**src/rtl/mdio_pkg.sv**
```systemverilog
// mdio_pkg
//  Shared definitions for the Clause-22 MDIO PHY responder:
//  frame FSM state encoding, opcode values, register addresses and
//  preamble length.
package mdio_pkg;

    typedef enum logic [2:0] {
        S_PRE,
        S_ST,
        S_OP,
        S_PHYAD,
        S_REGAD,
        S_TA,
        S_RDATA,
        S_WDATA
    } mdio_state_t;

    localparam logic [1:0] OP_READ  = 2'b10;
    localparam logic [1:0] OP_WRITE = 2'b01;

    localparam logic [4:0] REG_BMCR    = 5'd0;
    localparam logic [4:0] REG_BMSR    = 5'd1;
    localparam logic [4:0] REG_PHYID1  = 5'd2;
    localparam logic [4:0] REG_PHYID2  = 5'd3;
    localparam logic [4:0] REG_ANAR    = 5'd4;
    localparam logic [4:0] REG_ANLPAR  = 5'd5;
    localparam logic [4:0] REG_SCRATCH = 5'd6;

    localparam int         PREAMBLE_LEN = 32;
    localparam logic [15:0] BMCR_RST    = 16'h1000;

endpackage

```
**src/rtl/mdio_edge_sync.sv**
```systemverilog
// mdio_edge_sync
//  Brings the asynchronous MDC and MDIO inputs into the system clock
//  domain with two-flop synchronisers and flags the cycle on which a
//  rising MDC edge is seen. The synchronised MDIO value is presented
//  alongside the rise flag so the caller samples both on the same cycle.
// Ports
//  clock         in   system clock
//  reset_n       in   asynchronous active-low reset
//  mdc_i         in   raw MDC
//  mdio_i        in   raw MDIO pad input
//  mdc_rise_o    out  1 for one clock when synchronised MDC goes 0 -> 1
//  mdio_sample_o out  synchronised MDIO, valid on the rise cycle
module mdio_edge_sync (
    input  logic clock,
    input  logic reset_n,
    input  logic mdc_i,
    input  logic mdio_i,
    output logic mdc_rise_o,
    output logic mdio_sample_o
);

    logic mdc_meta, mdc_sync, mdc_prev;
    logic mdio_meta, mdio_sync;

    // Both inputs go through the same depth so MDIO stays aligned to MDC.
    always_ff @(posedge clock or negedge reset_n) begin
        if (!reset_n) begin
            mdc_meta  <= 1'b0;
            mdc_sync  <= 1'b0;
            mdc_prev  <= 1'b0;
            mdio_meta <= 1'b1;
            mdio_sync <= 1'b1;
        end else begin
            mdc_meta  <= mdc_i;
            mdc_sync  <= mdc_meta;
            mdc_prev  <= mdc_sync;
            mdio_meta <= mdio_i;
            mdio_sync <= mdio_meta;
        end
    end

    assign mdc_rise_o    = mdc_sync & ~mdc_prev;
    assign mdio_sample_o = mdio_sync;

endmodule

```
**src/rtl/mdio_phy_responder.sv**
```systemverilog
// mdio_phy_responder
//  Clause-22 MDIO management responder (PHY side). Decodes read and
//  write frames on MDC/MDIO and serves a small register file:
//  0 BMCR (RW), 1 BMSR (RO), 2/3 PHY ID (RO), 4 ANAR (RW),
//  5 ANLPAR (RO), 6 scratch (RW); other addresses read zero.
//  The system clock must run at least 8x the MDC frequency.
// Configuration
//  MDIO_PREAMBLE_SUPPRESS_EN: when defined, a 0 after at least one
//  preamble 1 starts a frame; otherwise 32 ones are required.
// Ports
//  clock, reset_n      system clock, asynchronous active-low reset
//  mdc_i, mdio_i       MDC and MDIO pad input from the master
//  mdio_o, mdio_oe_o   MDIO drive value and drive enable
//  link_up_i           link status mirrored into BMSR/ANLPAR
//  bmcr_o, anar_o      current BMCR and ANAR contents
//  wr_pulse_o          1-cycle pulse per accepted write
//  wr_addr_o           register address of the last accepted write
//  frame_err_o         1-cycle pulse on bad ST, OP or write TA
module mdio_phy_responder
    import mdio_pkg::*;
#(
    parameter logic [4:0]  PHY_ADDR  = 5'd1,
    parameter logic [15:0] PHY_ID1   = 16'h0022,
    parameter logic [15:0] PHY_ID2   = 16'h1619,
    parameter logic [15:0] BMSR_BASE = 16'h7849,
    parameter logic [15:0] ANAR_RST  = 16'h01E1
) (
    input  logic        clock,
    input  logic        reset_n,
    input  logic        mdc_i,
    input  logic        mdio_i,
    output logic        mdio_o,
    output logic        mdio_oe_o,
    input  logic        link_up_i,
    output logic [15:0] bmcr_o,
    output logic [15:0] anar_o,
    output logic        wr_pulse_o,
    output logic [4:0]  wr_addr_o,
    output logic        frame_err_o
);

    logic mdc_rise, mdio_bit;

    mdio_edge_sync u_sync (
        .clock         (clock),
        .reset_n       (reset_n),
        .mdc_i         (mdc_i),
        .mdio_i        (mdio_i),
        .mdc_rise_o    (mdc_rise),
        .mdio_sample_o (mdio_bit)
    );

    mdio_state_t state, state_next;
    logic [5:0]  pre_cnt, pre_cnt_next;
    logic [4:0]  bit_cnt, bit_cnt_next;
    logic [1:0]  op_q, op_next;
    logic [4:0]  phyad_q, phyad_next, regad_q, regad_next;
    logic        ta_q, ta_next;
    logic [15:0] shreg, shreg_next;
    logic [15:0] bmcr_q, bmcr_next, anar_q, anar_next, scratch_q, scratch_next;
    logic        mdio_next, oe_next, wr_pulse_next, frame_err_next;
    logic [4:0]  wr_addr_next;
    logic [15:0] rd_data, bmsr;
    logic [4:0]  rd_addr;
    logic [15:0] wdata;
    logic        preamble_ok;

    // The read address is complete on the final REGAD rise, so the
    // incoming bit is folded in to snapshot the register on that cycle.
    assign rd_addr = {regad_q[3:0], mdio_bit};
    assign wdata   = {shreg[14:0], mdio_bit};

`ifdef MDIO_PREAMBLE_SUPPRESS_EN
    assign preamble_ok = (pre_cnt != 6'd0);
`else
    assign preamble_ok = (pre_cnt == 6'(PREAMBLE_LEN));
`endif

    // Register read mux; BMSR link and AN-complete bits track live inputs.
    always_comb begin
        bmsr    = BMSR_BASE;
        bmsr[2] = link_up_i;
        bmsr[5] = link_up_i & bmcr_q[12];
        rd_data = 16'h0000;
        case (rd_addr)
            REG_BMCR:    rd_data = {1'b0, bmcr_q[14:0]};
            REG_BMSR:    rd_data = bmsr;
            REG_PHYID1:  rd_data = PHY_ID1;
            REG_PHYID2:  rd_data = PHY_ID2;
            REG_ANAR:    rd_data = anar_q;
            REG_ANLPAR:  rd_data = link_up_i ? anar_q : 16'h0000;
            REG_SCRATCH: rd_data = scratch_q;
            default:     rd_data = 16'h0000;
        endcase
    end

    // Frame decoder: every field advances only on a detected MDC rise.
    always_comb begin
        state_next     = state;
        pre_cnt_next   = pre_cnt;
        bit_cnt_next   = bit_cnt;
        op_next        = op_q;
        phyad_next     = phyad_q;
        regad_next     = regad_q;
        ta_next        = ta_q;
        shreg_next     = shreg;
        bmcr_next      = bmcr_q;
        anar_next      = anar_q;
        scratch_next   = scratch_q;
        mdio_next      = mdio_o;
        oe_next        = mdio_oe_o;
        wr_pulse_next  = 1'b0;
        wr_addr_next   = wr_addr_o;
        frame_err_next = 1'b0;
        if (mdc_rise) begin
            case (state)
                S_PRE: begin
                    if (mdio_bit) begin
                        if (pre_cnt != 6'(PREAMBLE_LEN))
                            pre_cnt_next = pre_cnt + 6'd1;
                    end else begin
                        // This 0 is the first start bit when the preamble was long enough.
                        pre_cnt_next = 6'd0;
                        if (preamble_ok)
                            state_next = S_ST;
                    end
                end
                S_ST: begin
                    bit_cnt_next = 5'd0;
                    if (mdio_bit) begin
                        state_next = S_OP;
                    end else begin
                        state_next     = S_PRE;
                        frame_err_next = 1'b1;
                    end
                end
                S_OP: begin
                    op_next = {op_q[0], mdio_bit};
                    if (bit_cnt == 5'd0) begin
                        bit_cnt_next = 5'd1;
                    end else begin
                        bit_cnt_next = 5'd0;
                        if (op_next == OP_READ || op_next == OP_WRITE) begin
                            state_next = S_PHYAD;
                        end else begin
                            state_next     = S_PRE;
                            frame_err_next = 1'b1;
                        end
                    end
                end
                S_PHYAD: begin
                    phyad_next   = {phyad_q[3:0], mdio_bit};
                    bit_cnt_next = bit_cnt + 5'd1;
                    if (bit_cnt == 5'd4) begin
                        bit_cnt_next = 5'd0;
                        state_next   = S_REGAD;
                    end
                end
                S_REGAD: begin
                    regad_next   = rd_addr;
                    bit_cnt_next = bit_cnt + 5'd1;
                    if (bit_cnt == 5'd4) begin
                        bit_cnt_next = 5'd0;
                        // Frames for another PHY are dropped without complaint.
                        if (phyad_q != PHY_ADDR) begin
                            state_next = S_PRE;
                        end else begin
                            state_next = S_TA;
                            if (op_q == OP_READ)
                                shreg_next = rd_data;
                        end
                    end
                end
                S_TA: begin
                    if (bit_cnt == 5'd0) begin
                        ta_next      = mdio_bit;
                        bit_cnt_next = 5'd1;
                    end else begin
                        bit_cnt_next = 5'd0;
                        if (op_q == OP_READ) begin
                            oe_next    = 1'b1;
                            mdio_next  = 1'b0;
                            state_next = S_RDATA;
                        end else if ({ta_q, mdio_bit} == 2'b10) begin
                            state_next = S_WDATA;
                        end else begin
                            state_next     = S_PRE;
                            frame_err_next = 1'b1;
                        end
                    end
                end
                S_RDATA: begin
                    // 16 rises present D15..D0; the 17th is where the master samples D0.
                    if (bit_cnt == 5'd16) begin
                        oe_next      = 1'b0;
                        mdio_next    = 1'b1;
                        bit_cnt_next = 5'd0;
                        state_next   = S_PRE;
                    end else begin
                        mdio_next    = shreg[15];
                        shreg_next   = {shreg[14:0], 1'b0};
                        bit_cnt_next = bit_cnt + 5'd1;
                    end
                end
                S_WDATA: begin
                    shreg_next   = wdata;
                    bit_cnt_next = bit_cnt + 5'd1;
                    if (bit_cnt == 5'd15) begin
                        bit_cnt_next  = 5'd0;
                        state_next    = S_PRE;
                        wr_pulse_next = 1'b1;
                        wr_addr_next  = regad_q;
                        case (regad_q)
                            REG_BMCR: begin
                                // Soft reset restores BMCR and ANAR; bit15 never sticks.
                                if (wdata[15]) begin
                                    bmcr_next = BMCR_RST;
                                    anar_next = ANAR_RST;
                                end else begin
                                    bmcr_next = wdata;
                                end
                            end
                            REG_ANAR:    anar_next    = wdata;
                            REG_SCRATCH: scratch_next = wdata;
                            default:     ;
                        endcase
                    end
                end
            endcase
        end
    end

    // State and datapath registers.
    always_ff @(posedge clock or negedge reset_n) begin
        if (!reset_n) begin
            state       <= S_PRE;
            pre_cnt     <= 6'd0;
            bit_cnt     <= 5'd0;
            op_q        <= 2'b00;
            phyad_q     <= 5'd0;
            regad_q     <= 5'd0;
            ta_q        <= 1'b0;
            shreg       <= 16'h0000;
            bmcr_q      <= BMCR_RST;
            anar_q      <= ANAR_RST;
            scratch_q   <= 16'h0000;
            mdio_o      <= 1'b1;
            mdio_oe_o   <= 1'b0;
            wr_pulse_o  <= 1'b0;
            wr_addr_o   <= 5'd0;
            frame_err_o <= 1'b0;
        end else begin
            state       <= state_next;
            pre_cnt     <= pre_cnt_next;
            bit_cnt     <= bit_cnt_next;
            op_q        <= op_next;
            phyad_q     <= phyad_next;
            regad_q     <= regad_next;
            ta_q        <= ta_next;
            shreg       <= shreg_next;
            bmcr_q      <= bmcr_next;
            anar_q      <= anar_next;
            scratch_q   <= scratch_next;
            mdio_o      <= mdio_next;
            mdio_oe_o   <= oe_next;
            wr_pulse_o  <= wr_pulse_next;
            wr_addr_o   <= wr_addr_next;
            frame_err_o <= frame_err_next;
        end
    end

    assign bmcr_o = bmcr_q;
    assign anar_o = anar_q;

endmodule

```
**config.mk**
```make
export PLATFORM = sky130hd
export DESIGN_NAME = mdio_phy_responder
export DESIGN_NICKNAME = d
export VERILOG_FILES = /design/src/rtl/mdio_pkg.sv /design/src/rtl/mdio_edge_sync.sv /design/src/rtl/mdio_phy_responder.sv
export SDC_FILE = /design/constraint.sdc
export NUM_CORES = 1
export LEC_CHECK = 0
export CAP_MARGIN = 20
export CORE_MARGIN = 3
export CORE_UTILIZATION = 30
export CTS_CLUSTER_DIAMETER = 30
export CTS_CLUSTER_SIZE = 8
export DETAILED_ROUTE_END_ITERATION = 8
export HOLD_SLACK_MARGIN = 0.08
export SYNTH_ARGS = -nofsm -noshare
export SYNTH_HDL_FRONTEND = slang
export SYNTH_SLANG_ARGS = --single-unit
```
**constraint.sdc**
```tcl
create_clock -name clock -period 2.45 [get_ports clock]
set_input_delay 0.245 -clock clock [delete_from_list [all_inputs] [get_ports clock]]
set_output_delay 0.245 -clock clock [all_outputs]
set_load 0.03 [all_outputs]
```
# ---- Word level (Yosys, flattened, before mapping)
# Index checks and enable logic that the tools add are counted.
# W data, S select, Z words.
dict set report op_classes {
  add_sub_neg 2
  n_mul 0
  div_mod_pow 0
  magnitude_cmp 0
  n_eq_ne 39
  shift 0
  muxes 50
  bitwise_logic 3
  reduce_logical 25
}
# op n
set ops {}
lappend ops {{$pmux W16 S7} 1}
lappend ops {{$mux W16} 6}
lappend ops {{$pmux W16 S3} 1}
lappend ops {{$mux W3} 11}
lappend ops {{$pmux W16 S2} 1}
lappend ops {{$eq A5 B3 Y1 const B} 6}
lappend ops {{$ne A2 B2 Y1 const B} 14}
lappend ops {{$pmux W5 S5} 1}
lappend ops {{$pmux W3 S8} 1}
lappend ops {{$mux W1} 17}
lappend ops {{$logic_not A5 Y1} 3}
lappend ops {{$mux W15} 1}
lappend ops {{$mux W5} 3}
lappend ops {{$eq A3 B3 Y1 const B} 4}
lappend ops {{$mux W6} 2}
lappend ops {{$reduce_and A4 Y1} 3}
lappend ops {{$eq A5 B2 Y1 const B} 2}
lappend ops {{$reduce_and A5 Y1} 2}
lappend ops {{$reduce_and A3 Y1} 3}
lappend ops {{$reduce_and A9 Y1} 1}
lappend ops {{$reduce_and A2 Y1} 4}
lappend ops {{$add A6 B1 Y6 const B} 1}
lappend ops {{$eq A2 B2 Y1 const B} 3}
lappend ops {{$eq A3 B2 Y1 const B} 2}
lappend ops {{21 further kinds} 26}
dict set report totals {
  ff_bits 105
  latch_bits 0
  ram_bits 0
  rom_bits 0
  inputBits 5
  output_inout_bits 41
  word_cells 140
  memories 0
}

# ---- Logic depth before layout (Yosys ltp)
# Gate-level depths: netlist (run 1).
dict set report depth {
  ltp_word 6
  mapped_depth 8
  mapped_depth_nobuf 7
}

# ---- By module
# From an unflattened synthesis (run 1), not the netlist that was laid out.
dict set report unflattened {
  cells_unflattened 527
  hier_area_um2 5346.4
}
# mod instances cells_each area_each_um2 seq_area_each_um2
set by_module_without_submodules {}
lappend by_module_without_submodules {mdio_phy_responder 1 521 5205.0 2486.1}
lappend by_module_without_submodules {mdio_edge_sync 1 6 141.4 127.6}

# ---- Least setup slack after synthesis (run 1)
# No wires, ideal clock.
dict set report synth_timing {
  path_kind {reg2reg}
  from {register bit_cnt[0]}
  to {register state[0]}
  t_arrival_ns 1.723
  required_ns 2.322
  path_slack_ns 0.600
  stages_incl_launch_ff 9
  path_buffers 1
  synth_period_minus_slack_ns 1.850
  path_cell_list {dfrtp_1 -> inv_1 -> ha_1 -> nand2b_1 -> or3_1 -> clkbuf_1 -> a21oi_2 -> nor4b_4 -> mux2_1}
}
dict set report synth_via {
  elab_chain_cells 3
  elab_cells_between_ends 11
}
# item line
set synth_rtl {}
lappend synth_rtl {{start: declaration} mdio_phy_responder.sv:55} ;# logic [4:0] bit_cnt, bit_cnt_next;
lappend synth_rtl {{start signal: assignment} mdio_phy_responder.sv:255} ;# bit_cnt <= bit_cnt_next;
lappend synth_rtl {{$eq A5 B4 Y1 (tied with other cells)} mdio_phy_responder.sv:208} ;# if (bit_cnt == 5'd15) begin
lappend synth_rtl {{$ne A2 B2 Y1 (no source line)} n/a}
lappend synth_rtl {{$reduce_and A9 Y1 (no source line) (*)} n/a}
lappend synth_rtl {{end signal: assignment} mdio_phy_responder.sv:253} ;# state <= state_next;
lappend synth_rtl {{end: declaration} mdio_phy_responder.sv:53} ;# mdio_state_t state, state_next;
# Every way passes the cells marked *; elsewhere a longest branch is shown, timed or not.
# A chain may end at the register's enable or synchronous reset.

# ---- Worst setup path in the final report (run 1)
dict set report layout_timing {
  from {register pre_cnt[0]}
  to {register state[1]}
}
dict set report layout_via {
  elab_chain_cells 3
}
# item line
set layout_rtl {}
lappend layout_rtl {{start: declaration} mdio_phy_responder.sv:54} ;# logic [5:0] pre_cnt, pre_cnt_next;
lappend layout_rtl {{start signal: assignment} mdio_phy_responder.sv:254} ;# pre_cnt <= pre_cnt_next;
lappend layout_rtl {{$eq A6 B6 Y1} mdio_phy_responder.sv:76} ;# assign preamble_ok = (pre_cnt == 6'(PREAMBLE_LEN));
lappend layout_rtl {{$ne A2 B2 Y1 (no source line)} n/a}
lappend layout_rtl {{$reduce_and A9 Y1 (no source line)} n/a}
# No other way between the ends.

==> insert_results.sql, run 1 <==
INSERT INTO impl_metrics (metric_group, metric, value, unit) VALUES
('outcome', 'outcome', 'finished clean', ''),
('synthesis', 'synth.yosys.seq_area_share', '49.1', '%'),
('grt', 'track_usage', '14.7', '%'),
('clock_tree', 'cts_max_level', '3', ''),
('synthesis', 'synthesis.instances', '536', ''),
('critical_path', 'startpoint_type', 'flop', ''),
('pwr', 'power.combinational.fraction', '4.3', '%'),
('timing', 'setup_repair_after_global_routing_missed_its_margin', 'false', ''),
('layout', 'post_layout_nonfiller_instances', '805', ''),
('pwr', 'sw_frac_of_total', '23.5', '%'),
('timing', 'fin_crit_sh', '89.5', '%'),
('critical_path', 'critPathRequiredTime', '2.68', 'ns'),
('synthesis', 'mapped_nets', '546', ''),
('placed_design', 'dp.final_hpwl', '9960', 'um'),
('hold_path', 'path_type_of_the_worst_min_delay_path', 'primary input to flop', ''),
('critical_path', 'endpoint_kind', 'flop', ''),
('detailed_routing', 'drc_violations', '0', ''),
('placed_design', 'placedCellCount', '788', ''),
('pwr', 'p_leak', '2.75', 'nW'),
('synthesis', 'mappedNetlistArea', '5320', 'sq um'),
('pwr', 'seq_power_share', '51.7', '%'),
('synthesis', 'synth_flop_cell', 'sky130_fd_sc_hd__dfrtp_1', ''),
('critical_path', 'path_max_fanout', '6', ''),
('grt', 'grt_antenna_before_repair', '0', ''),
('clock_tree', 'numClockSinks', '104', ''),
('placed_design', 'io_buffer_count', '44', ''),
('detailed_routing', 'viasPerCell', '5.25', ''),
('timing', 'timing.setup.tns', '0', 'ns'),
('timing', 'final_period_demand_of_the_worst_path', '2.19', 'ns'),
('floorplanning', 'row_count', '48', ''),
('critical_path', 'criticalPathCategory', 'flop to flop', ''),
('floorplanning', 'number_of_ports_placed_on_the_die_boundary', '46', ''),
('floorplanning', 'floorplan.die_area', '19400', 'sq um'),
('job', 'max_cap_violations', '0', ''),
('clock_tree', 'clock_path_buffers', '2', ''),
('placed_design', 'gp_routability_congestion', '0.907', ''),
('synthesis', 'asyncSetResetFlopFracSynth', '100', '%'),
('clock_tree', 'postCtsSetupRepairBufs', '0', ''),
('layout', 'layout_cell_share_with_drive_strength_beyond_1', '16.7', '%'),
('pwr', 'net_load_switching_power', '0.812', 'mW'),
('timing', 'timing.max_slew.rel_slack', '49.6', '%'),
('clock_tree', 'cts-buffers-inserted', '9', ''),
('layout', 'flow.area_growth_from_synthesis', '19.5', '%'),
('timing', 'worst_clock_skew', '0.0101', 'ns'),
('floorplanning', 'dieHeight', '139', 'um'),
('layout', 'n_antenna_cell', '0', ''),
('synthesis', 'synthesis.area_per_instance', '9.92', 'sq um'),
('timing', 'report.final.slew_viol_count', '0', ''),
('timing', 'tightestPinTransition', '0.755', 'ns'),
('synthesis', 'synth_warnings', '0', ''),
('floorplanning', 'initial_core_util', '30.8', '%'),
('detailed_routing', 'drt_pre_antenna_iters', '5', ''),
('grt', 'grt_start_max_net_pins', '52', ''),
('detailed_routing', 'dr.first_iter.drc_count', '276', ''),
('grt', 'global_route_wire_length_before_repair', '23400', 'um'),
('pwr', 'peakVddDrop', '0.293', 'mV'),
('critical_path', 'critPathArrivalTime', '2.42', 'ns'),
('synthesis', 'ys_ff_latch', '104', ''),
('detailed_routing', 'routed_wire_length_per_instance', '17.5', 'um'),
('detailed_routing', 'finalWirelength', '14100', 'um'),
('detailed_routing', 'total_number_of_vias', '4230', ''),
('clock_tree', 'path_clk_slew', '0.07', 'ns'),
('clock_tree', 'tritoncts', 'yes', ''),
('pwr', 'clkPwrFrac', '44.0', '%'),
('floorplanning', 'area_of_the_core', '17300', 'sq um'),
('timing', 'setup_viol', '0', ''),
('clock_tree', 'clock_latency', '0.35', 'ns'),
('timing', 'timing_hold_violations_final', '0', ''),
('floorplanning', 'die_width', '139', 'um'),
('pwr', 'intPower', '2.64', 'mW'),
('timing', 'fmax', '0.456', 'GHz'),
('detailed_routing', 'drt.antenna.violating_nets', '0', ''),
('synthesis', 'number_of_enable_type_register_cells_in_the_synthesized_netlist', '0', ''),
('layout', 'final_net_count', '585', ''),
('synthesis', 'synth.lib_cells_used.distinct', '68', ''),
('pwr', 'power_density', '543', 'nW/um^2'),
('clock_tree', 'clk_root_buffer_cell', 'sky130_fd_sc_hd__clkbuf_16', ''),
('grt', 'gr-total-overflow', '0', ''),
('grt', 'first_global_vias', '4414', '');
## repair_timing
item,4_1_cts,5_1_grt
hold buffers,1,0
gates resized for setup,0,0
hold endpoints to repair,43,0
setup endpoints to repair,0,0
## area by class of cell
| cell class | instances | area [sq um] |
|---|---|---|
| clock inverter | 6 | 72.6 |
| clock buffer | 10 | 239 |
| sequential | 104 | 2610 |
| tap | 225 | 282 |
| fill | 1738 | 10900 |
| timing repair buffer | 66 | 631 |
| inverter | 10 | 37.5 |
| multi-input combinational | 384 | 2480 |
## layout by cell type (no fill, tap or decap), types with 15 or more instances in the layout
master                            count
sky130_fd_sc_hd__nand2_1             95
sky130_fd_sc_hd__clkdlybuf4s50_1     43
sky130_fd_sc_hd__nor2_1              24
sky130_fd_sc_hd__a21oi_1             15
sky130_fd_sc_hd__dfrtp_1             95
sky130_fd_sc_hd__mux2_2              34
sky130_fd_sc_hd__o21ai_0             38
sky130_fd_sc_hd__nand3_1             18
sky130_fd_sc_hd__buf_4               20
## power groups by stage
stage          Sequential (mW)  Clock, mW  Combinational (mW)
6_report                  1.78       1.52               0.147
3_5_place_dp              1.82          0               0.148
4_1_cts                   1.78       1.56               0.151
3_3_place_gp              1.81          0               0.142
5_1_grt                   1.79       1.62               0.169
2_1_floorplan             1.81          0              0.0822
## final timing paths
path | slack [ns] | end | start | cells after the start
setup / recovery | 0.26 | state[1]$_DFFE_PN0P_ | pre_cnt[0]$_DFFE_PN0P_ | 7
max in group asynchronous | 1.22 | mdio_o$_DFFE_PN1P_ | reset_n | 3
setup reg to reg | 0.26 | state[1]$_DFFE_PN0P_ | pre_cnt[0]$_DFFE_PN0P_ | 7
min in group asynchronous | 0.46 | anar_o[14]$_DFFE_PN0P_ | reset_n | 2
hold / removal | 0.29 | u_sync.mdio_meta$_DFF_PN1_ | mdio_i | 1
hold reg to reg | 0.36 | u_sync.mdio_sample_o$_DFF_PN1_ | u_sync.mdio_meta$_DFF_PN1_ | 0
## sequential cells by signal, summed over array words and instances, names as in the netlist, 2 cells and up
register and cells:
anar_o 16, shreg 16, phyad_q 5, pre_cnt 6, bmcr_o 15, state 3, scratch_q 16, op_q 2
wr_addr_o 5, bit_cnt 5, regad_q 5
## logic make-up after synthesis
kind of cell	Yosys count	synth area share [%]
other	1	0.0705
adders and majority gates	5	1.18
muxes	38	8.00
buffers and inverters	48	4.23
DFF	104	49.1
and+or+nand+nor	214	20.9
xor gates and xnor gates	1	0.165
AOI/OAI and AO/OA	125	16.3
## worst max-delay path, stage by stage (launching register included)
cell	delay, ns
sky130_fd_sc_hd__dfrtp_1	0.44
sky130_fd_sc_hd__inv_1	0.09
sky130_fd_sc_hd__ha_1	0.14
sky130_fd_sc_hd__nand2_1	0.06
sky130_fd_sc_hd__nor4_2	0.37
sky130_fd_sc_hd__a21boi_0	0.28
sky130_fd_sc_hd__nor4b_4	0.34
sky130_fd_sc_hd__mux2_1	0.36
## cell usage after synthesis, types with 3 or more instances
library cell	number	area share, %
sky130_fd_sc_hd__a31oi_1	3	0.35
sky130_fd_sc_hd__or2_2	4	0.47
sky130_fd_sc_hd__nor2_1	24	1.7
sky130_fd_sc_hd__a2bb2oi_1	3	0.49
sky130_fd_sc_hd__buf_4	5	0.71
sky130_fd_sc_hd__a22o_1	10	1.6
sky130_fd_sc_hd__clkbuf_1	16	1.1
sky130_fd_sc_hd__and3_1	8	0.94
sky130_fd_sc_hd__a21o_1	6	0.85
sky130_fd_sc_hd__a22oi_1	4	0.56
sky130_fd_sc_hd__a222oi_1	9	1.7
sky130_fd_sc_hd__nand2b_1	11	1.3
sky130_fd_sc_hd__o21ai_1	10	0.94
sky130_fd_sc_hd__nand3b_1	3	0.42
sky130_fd_sc_hd__mux2_2	34	7.2
sky130_fd_sc_hd__nor3_1	11	1.0
sky130_fd_sc_hd__nand2_1	95	6.7
sky130_fd_sc_hd__nor2b_1	7	0.82
sky130_fd_sc_hd__inv_1	10	0.71
sky130_fd_sc_hd__a21oi_1	15	1.4
sky130_fd_sc_hd__ha_1	5	1.2
sky130_fd_sc_hd__o21ai_0	38	3.6
sky130_fd_sc_hd__buf_2	14	1.3
sky130_fd_sc_hd__o31ai_1	3	0.42
sky130_fd_sc_hd__nand3_1	18	1.7
sky130_fd_sc_hd__dfstp_2	9	4.4
sky130_fd_sc_hd__a221oi_1	3	0.49
sky130_fd_sc_hd__dfrtp_1	95	45
sky130_fd_sc_hd__nor3b_1	8	1.1
## stage by stage
step	power, mW	hold slack, ns	setup WS, ns	area (sq um)	util, %
final	3.45	0.292	0.258	6350	36.7
after global routing	3.58	0.299	0.0486	6350	36.7
after CTS	3.50	0.282	0.233	6350	36.7
after detailed placement	1.96	0.322	0.274	6030	34.9
after global placement	1.95	0.314	0.315	6030	34.9
after floorplan	1.89	-0.0506	0.600	5320	-
## layer usage
layer	global-route usage (%)	up-vias	share of wire, %
met4	6.28	0	2.3
met1	18.3	2105	44
met2	25.3	113	50
li1	-	1991	-
met3	2.48	21	3.7
met5	0	-	0
Power figures use the tool's default switching activity.
==> inputs of run 2 (changes only) <==
==> constraint.sdc (replaced) <==
create_clock -name clock -period 1.9 [get_ports clock]
set_input_delay 0.19 -clock clock [delete_from_list [all_inputs] [get_ports clock]]
set_output_delay 0.19 -clock clock [all_outputs]
set_load 0.03 [all_outputs]
==> run 2 against run 1 <==
Net effect: the flow now finishes with violations (setup timing); combinational power rose by 71%; via count grew 7.2%; critical endpoint is now shreg[2]$_DFFE_PN0P_; setup slack worse by 0.30 ns; die area is the same; largest cell class unchanged; worst hold slack got worse by 0.053 ns.
==> insert_results.sql, run 2 (same netlist as run 1, synthesis figures left out) <==
INSERT INTO impl_metrics (metric_group, metric, value, unit) VALUES
('detailed_routing', 'routed_wire_length_per_instance', '17.5', 'um'),
('timing', 'final_period_demand_of_the_worst_path', '1.94', 'ns'),
('grt', 'grt_util_met2', '26.5', '%'),
('timing', 'timing.max_slew.rel_slack', '63.5', '%'),
('detailed_routing', 'total_number_of_vias', '4536', ''),
('grt', 'grt_antenna_before_repair', '0', ''),
('grt', 'grt_start_max_net_pins', '47', ''),
('timing', 'report.final.slew_viol_count', '0', ''),
('clock_tree', 'cts-buffers-inserted', '9', ''),
('clock_tree', 'numClockSinks', '104', ''),
('outcome', 'outcome', 'finished, violations left', ''),
('floorplanning', 'number_of_ports_placed_on_the_die_boundary', '46', ''),
('timing', 'fin_crit_sh', '102', '%'),
('layout', 'flow.area_growth_from_synthesis', '32.2', '%'),
('clock_tree', 'path_clk_slew', '0.07', 'ns'),
('grt', 'groute.layer.met1.usage', '19.5', '%'),
('floorplanning', 'area_of_the_core', '17300', 'sq um'),
('critical_path', 'critPathArrivalTime', '2.18', 'ns'),
('grt', 'globalRouteMet3Util', '2.69', '%'),
('critical_path', 'critPathRequiredTime', '2.14', 'ns'),
('critical_path', 'path_max_fanout', '15', ''),
('clock_tree', 'tritoncts', 'yes', ''),
('grt', 'first_global_vias', '4697', ''),
('critical_path', 'criticalPathCategory', 'flop to flop', ''),
('timing', 'timing_hold_violations_final', '0', ''),
('floorplanning', 'row_count', '48', ''),
('grt', 'gr-total-overflow', '0', ''),
('layout', 'n_antenna_cell', '0', ''),
('layout', 'layout.cells.most_common_list', 'sky130_fd_sc_hd__nand2_1, sky130_fd_sc_hd__dfrtp_1, sky130_fd_sc_hd__buf_4, sky130_fd_sc_hd__clkdlybuf4s50_1, sky130_fd_sc_hd__o21ai_0', ''),
('floorplanning', 'floorplan.die_area', '19400', 'sq um'),
('job', 'max_cap_violations', '0', ''),
('hold_path', 'holdCritStartpoint', 'mdio_i', ''),
('critical_path', 'rr_startpoint', 'phyad_q[3]$_DFFE_PN0P_', ''),
('clock_tree', 'clock_path_buffers', '2', ''),
('detailed_routing', 'drt.antenna.violating_nets', '0', ''),
('placed_design', 'dp.final_hpwl', '10800', 'um'),
('detailed_routing', 'finalWirelength', '15200', 'um'),
('layout', 'final_net_count', '648', ''),
('floorplanning', 'dieHeight', '139', 'um'),
('pwr', 'power_density', '647', 'nW/um^2'),
('critical_path', 'setup.worst_path.start', 'phyad_q[3]$_DFFE_PN0P_', ''),
('grt', 'global_route_wire_length_before_repair', '24400', 'um'),
('timing', 'setup_repair_after_global_routing_missed_its_margin', 'true', ''),
('hold_path', 'path_type_of_the_worst_min_delay_path', 'primary input to flop', ''),
('grt', 'track_usage', '15.6', '%'),
('placed_design', 'gp_routability_congestion', '0.899', ''),
('layout', 'layout_cell_share_with_drive_strength_beyond_1', '28.6', '%'),
('detailed_routing', 'viasPerCell', '5.23', ''),
('critical_path', 'startpoint_type', 'flop', ''),
('grt', 'grt.busiest_layer', 'met2', ''),
('floorplanning', 'initial_core_util', '30.8', '%'),
('clock_tree', 'cts_max_level', '3', ''),
('timing', 'timing.setup.tns', '-0.150', 'ns'),
('outcome', 'violations', 'setup timing', ''),
('critical_path', 'endpoint_kind', 'flop', ''),
('clock_tree', 'clk_root_buffer_cell', 'sky130_fd_sc_hd__clkbuf_16', ''),
('placed_design', 'io_buffer_count', '44', ''),
('pwr', 'peakVddDrop', '0.451', 'mV'),
('detailed_routing', 'dr.first_iter.drc_count', '265', ''),
('pwr', 'p_leak', '3.09', 'nW'),
('detailed_routing', 'drc_violations', '0', ''),
('timing', 'hold_slack', '0.239', 'ns'),
('timing', 'tightestPinTransition', '0.547', 'ns'),
('timing', 'setup_viol', '8', ''),
('layout', 'postLayoutCoreUtil', '40.7', '%'),
('timing', 'fmax', '0.514', 'GHz'),
('timing', 'worst_clock_skew', '0.00964', 'ns'),
('floorplanning', 'die_width', '139', 'um'),
('clock_tree', 'clock_latency', '0.35', 'ns'),
('detailed_routing', 'drt_pre_antenna_iters', '5', ''),
('timing', 'layout_setup_ws', '-0.0437', 'ns');
-- run 2: cell types whose count changed in the layout (fill, tap and decap cells not counted), sizes merged --
cell / change
buf: +62
bufinv: +1
clkinv: +1
clkinvlp: +1
inv: -3
nor2: +1
-- run 2: where the power goes --
part	switching [mW]	internal, mW	total (mW)
registers	0.0319	2.25	2.28
clock network	0.852	1.16	2.01
logic	0.142	0.110	0.252
total	1.03	3.52	4.55
-- run 2: path summary, 6_finish.rpt --
| kind | to | slack, ns | cells after the start |
|---|---|---|---|
| worst max-delay path | shreg[2]$_DFFE_PN0P_ | -0.04 | 5 |
| worst min-delay path | u_sync.mdio_meta$_DFF_PN1_ | 0.24 | 1 |
| worst max register to register | shreg[2]$_DFFE_PN0P_ | -0.04 | 5 |
| worst min register to register | u_sync.mdc_sync$_DFF_PN0_ | 0.35 | 0 |
| max in group asynchronous | anar_o[7]$_DFFE_PN1P_ | 0.99 | 3 |
| min in group asynchronous | anar_o[14]$_DFFE_PN0P_ | 0.27 | 2 |
-- run 2: final cells by class --
cell class / count / area [sq um]
clock buffers: 10 / 229
well taps: 225 / 282
clock inverters: 6 / 92.6
multi-input cells: 385 / 2610
fillers: 1691 / 10300
repair buffers: 128 / 1170
inverters: 10 / 37.5
flip-flops and latches: 104 / 2620
-- run 2: through the flow --
stage / total power, mW / instances / setup WS (ns) / cell area, sq um
after floorplan: 2.43 / 536 / 0.0495 / 5320
after global placement: 2.56 / 841 / -0.0994 / 6480
after detailed placement: 2.57 / 841 / -0.0701 / 6480
after CTS: 4.60 / 864 / -0.0491 / 6890
after global routing: 4.73 / 868 / -0.115 / 7030
final: 4.55 / 868 / -0.0437 / 7030
-- run 2: worst max-delay path, cell delays in order, from the launching register on --
cell	delay (ns)
sky130_fd_sc_hd__dfrtp_1	0.38
sky130_fd_sc_hd__or4b_4	0.56
sky130_fd_sc_hd__o31ai_4	0.23
sky130_fd_sc_hd__o2111ai_4	0.16
sky130_fd_sc_hd__buf_12	0.19
sky130_fd_sc_hd__o31a_1	0.31
-- run 2: metal layers --
layer | part of all wire [%] | up-vias
met5 | 0 | -
met4 | 2.5 | 0
met3 | 3.6 | 27
met2 | 51 | 119
met1 | 43 | 2267
li1 | - | 2123
-- run 2: timing repair --
action | CTS | global route
gates resized for setup | 7 | 30
hold buffers | 1 | 0
setup buffers | 6 | 3
cloned | 0 | 1
setup endpoints to repair | 15 | 65
pin swaps | 3 | 4
endpoints found under the hold margin | 61 | 0
==> inputs of run 3 (changes only) <==
--- a/config.mk
+++ b/config.mk
@@ -7,7 +7,7 @@
 export LEC_CHECK = 0
 export CAP_MARGIN = 20
 export CORE_MARGIN = 3
-export CORE_UTILIZATION = 30
+export CORE_UTILIZATION = 38
 export CTS_CLUSTER_DIAMETER = 30
 export CTS_CLUSTER_SIZE = 8
 export DETAILED_ROUTE_END_ITERATION = 8
==> run 3 against run 2 <==
Net effect: the run still ends with setup timing left; non-clock buffer count is 3 lower; clock power fell by 7%; final area shrank 1.2%; die area fell by 20%; sequential share of layout area rose by 0.44 points; clock skew about the same; global-route usage grew 3.6 points.
==> insert_results.sql, run 3 (same netlist as run 1, synthesis figures left out) <==
INSERT INTO impl_metrics (metric_group, metric, value, unit) VALUES
('outcome', 'outcome', 'finished, violations left', ''),
('outcome', 'violations', 'setup timing', ''),
('floorplanning', 'number_of_ports_placed_on_the_die_boundary', '46', ''),
('job', 'max_cap_violations', '0', ''),
('pwr', 'design_power_total', '4.39', 'mW'),
('critical_path', 'critical_path.cell_chain', 'ha_2, nand4b_1, nor3_4, and4b_1, buf_12, mux2_2', ''),
('grt', 'groute.layer.met1.usage', '25.2', '%'),
('layout', 'final_net_count', '644', ''),
('hold_path', 'path_type_of_the_worst_min_delay_path', 'primary input to flop', ''),
('clock_tree', 'path_clk_slew', '0.08', 'ns'),
('timing', 'timing_hold_violations_final', '0', ''),
('placed_design', 'dp.final_hpwl', '10400', 'um'),
('critical_path', 'critPathRequiredTime', '2.15', 'ns'),
('critical_path', 'startpoint_type', 'flop', ''),
('timing', 'tightestPinTransition', '0.563', 'ns'),
('timing', 'setup_repair_after_global_routing_missed_its_margin', 'true', ''),
('floorplanning', 'row_count', '42', ''),
('timing', 'fmax', '0.508', 'GHz'),
('grt', 'globalRouteMet3Util', '4.46', '%'),
('layout', 'storage_cell_area', '2620', 'sq um'),
('grt', 'global_route_wire_length_before_repair', '24100', 'um'),
('placed_design', 'placedCellCount', '789', ''),
('timing', 'worst_clock_skew', '0.00967', 'ns'),
('clock_tree', 'cts_max_level', '3', ''),
('floorplanning', 'area_of_the_core', '13500', 'sq um'),
('detailed_routing', 'viasPerCell', '5.49', ''),
('placed_design', 'placed_area', '6380', 'sq um'),
('critical_path', 'path_max_fanout', '16', ''),
('critical_path', 'criticalPathCategory', 'flop to flop', ''),
('placed_design', 'gp_routability_congestion', '0.902', ''),
('grt', 'gr-total-overflow', '0', ''),
('layout', 'final_cell_area', '6950', 'sq um'),
('detailed_routing', 'finalWirelength', '14900', 'um'),
('layout', 'post_layout_nonfiller_instances', '815', ''),
('pwr', 'power_density', '632', 'nW/um^2'),
('pwr', 'peakVddDrop', '0.531', 'mV'),
('clock_tree', 'clock_latency', '0.36', 'ns'),
('hold_path', 'whs_path_depth', '1', ''),
('timing', 'fin_crit_sh', '104', '%'),
('timing', 'timing.max_slew.rel_slack', '62.1', '%'),
('floorplanning', 'initial_core_util', '39.5', '%'),
('layout', 'layout.cells.most_common', 'sky130_fd_sc_hd__dfrtp_1', ''),
('grt', 'track_usage', '19.2', '%'),
('layout', 'multiInputGateArea', '2640', 'sq um'),
('grt', 'grt_antenna_before_repair', '0', ''),
('layout', 'layout.cells.most_common_list', 'sky130_fd_sc_hd__dfrtp_1, sky130_fd_sc_hd__nand2_1, sky130_fd_sc_hd__buf_4, sky130_fd_sc_hd__clkdlybuf4s50_1, sky130_fd_sc_hd__o21ai_0', ''),
('grt', 'grt_util_met2', '31.9', '%'),
('layout', 'flow.area_growth_from_synthesis', '30.6', '%'),
('layout', 'fillCellCount', '1265', ''),
('timing', 'layout_setup_ws', '-0.0693', 'ns'),
('floorplanning', 'dieHeight', '124', 'um'),
('layout', 'n_antenna_cell', '0', ''),
('grt', 'grt_start_max_net_pins', '39', ''),
('critical_path', 'endpoint_kind', 'flop', ''),
('grt', 'grt.busiest_layer', 'met2', ''),
('critical_path', 'timing.reg2reg.worst_path_depth', '6', ''),
('timing', 'final_period_demand_of_the_worst_path', '1.97', 'ns'),
('floorplanning', 'floorplan.die_area', '15500', 'sq um'),
('detailed_routing', 'drt.antenna.violating_nets', '0', ''),
('clock_tree', 'tritoncts', 'yes', ''),
('detailed_routing', 'dr.first_iter.drc_count', '354', ''),
('clock_tree', 'clock_path_buffers', '2', ''),
('clock_tree', 'cts-buffers-inserted', '9', ''),
('timing', 'report.final.slew_viol_count', '0', ''),
('detailed_routing', 'drc_violations', '0', ''),
('placed_design', 'io_buffer_count', '44', ''),
('floorplanning', 'die_width', '124', 'um'),
('detailed_routing', 'drt_pre_antenna_iters', '5', ''),
('layout', 'layout_cell_share_with_drive_strength_beyond_1', '28.5', '%'),
('pwr', 'p_leak', '3.09', 'nW'),
('timing', 'setup_viol', '21', ''),
('grt', 'first_global_vias', '4516', ''),
('clock_tree', 'numClockSinks', '104', ''),
('critical_path', 'critPathArrivalTime', '2.22', 'ns'),
('detailed_routing', 'total_number_of_vias', '4471', ''),
('critical_path', 'cpPeakStageDelay', '0.40', 'ns'),
('detailed_routing', 'routed_wire_length_per_instance', '18.3', 'um'),
('critical_path', 'crit_path_top_delay_cell', 'sky130_fd_sc_hd__dfrtp_1', ''),
('clock_tree', 'clk_root_buffer_cell', 'sky130_fd_sc_hd__clkbuf_16', '');
==> run 3: cell types whose count changed in the layout (fill, tap and decap cells not counted), sizes merged <==
cell	delta
clkinvlp	-1
bufinv	-2
clkbuf	-1
buf	-3
nor2	-1
clkinv	+2
inv	+2
==> run 3: worst max-delay path: cells and delay by family (launching register included) <==
kind	cells	cell delay (ns)
and+or+nand+nor	3	0.72
DFF	1	0.40
muxes	1	0.35
adders and majority gates	1	0.21
buffers and inverters	1	0.20
==> run 3: final timing paths <==
path	to	slack (ns)	start
max	scratch_q[9]$_DFFE_PN0P_	-0.07	bit_cnt[1]$_DFFE_PN0P_
min	u_sync.mdio_meta$_DFF_PN1_	0.25	mdio_i
min reg2reg	u_sync.mdc_sync$_DFF_PN0_	0.36	u_sync.mdc_meta$_DFF_PN0_
max in group asynchronous	anar_o[0]$_DFFE_PN1P_	0.96	reset_n
max reg2reg	scratch_q[9]$_DFFE_PN0P_	-0.07	bit_cnt[1]$_DFFE_PN0P_
min in group asynchronous	anar_o[13]$_DFFE_PN0P_	0.29	reset_n
==> run 3: power breakdown <==
part           leakage [nW]  internal (mW)  total (mW)  switching, mW
logic                  1.62          0.108       0.248          0.140
clock network         0.143          0.929        1.86          0.929
registers              1.33           2.25        2.28         0.0332
==> run 3: final cells by class <==
type | count | share of cell area [%]
repair buffers | 125 | 16.2
well taps | 176 | 3.17
inverters | 10 | 0.540
clock buffers | 9 | 3.24
clock inverters | 7 | 1.08
flip-flops and latches | 104 | 37.7
multi-input cells | 384 | 38.0
==> run 3: what timing repair did <==
item / 4_1_cts / 5_1_grt
hold endpoints to repair: 56 / 0
endpoints found under the setup margin: 20 / 74
setup buffers: 1 / 6
gates resized for setup: 8 / 44
hold buffers: 1 / 0
pin swaps: 1 / 11
gates cloned: 0 / 2
==> run 3: routing by layer <==
layer  share of wire [%]  routed length [um]
met1                  43                6470
met2                  49                7370
met3                 5.5                 819
met4                 1.7                 255
met5                   0                   0
==> run 3: through the flow <==
step | hold slack, ns | setup TNS, ns | setup slack [ns] | util (%)
2_1_floorplan | -0.106 | 0 | 0.0495 | -
3_3_place_gp | 0.108 | -0.272 | -0.0664 | 47.5
3_5_place_dp | 0.113 | -0.568 | -0.0928 | 47.5
4_1_cts | 0.237 | -0.165 | -0.0381 | 50.0
5_1_grt | 0.237 | -2.24 | -0.106 | 51.6
6_report | 0.247 | -0.802 | -0.0693 | 51.6
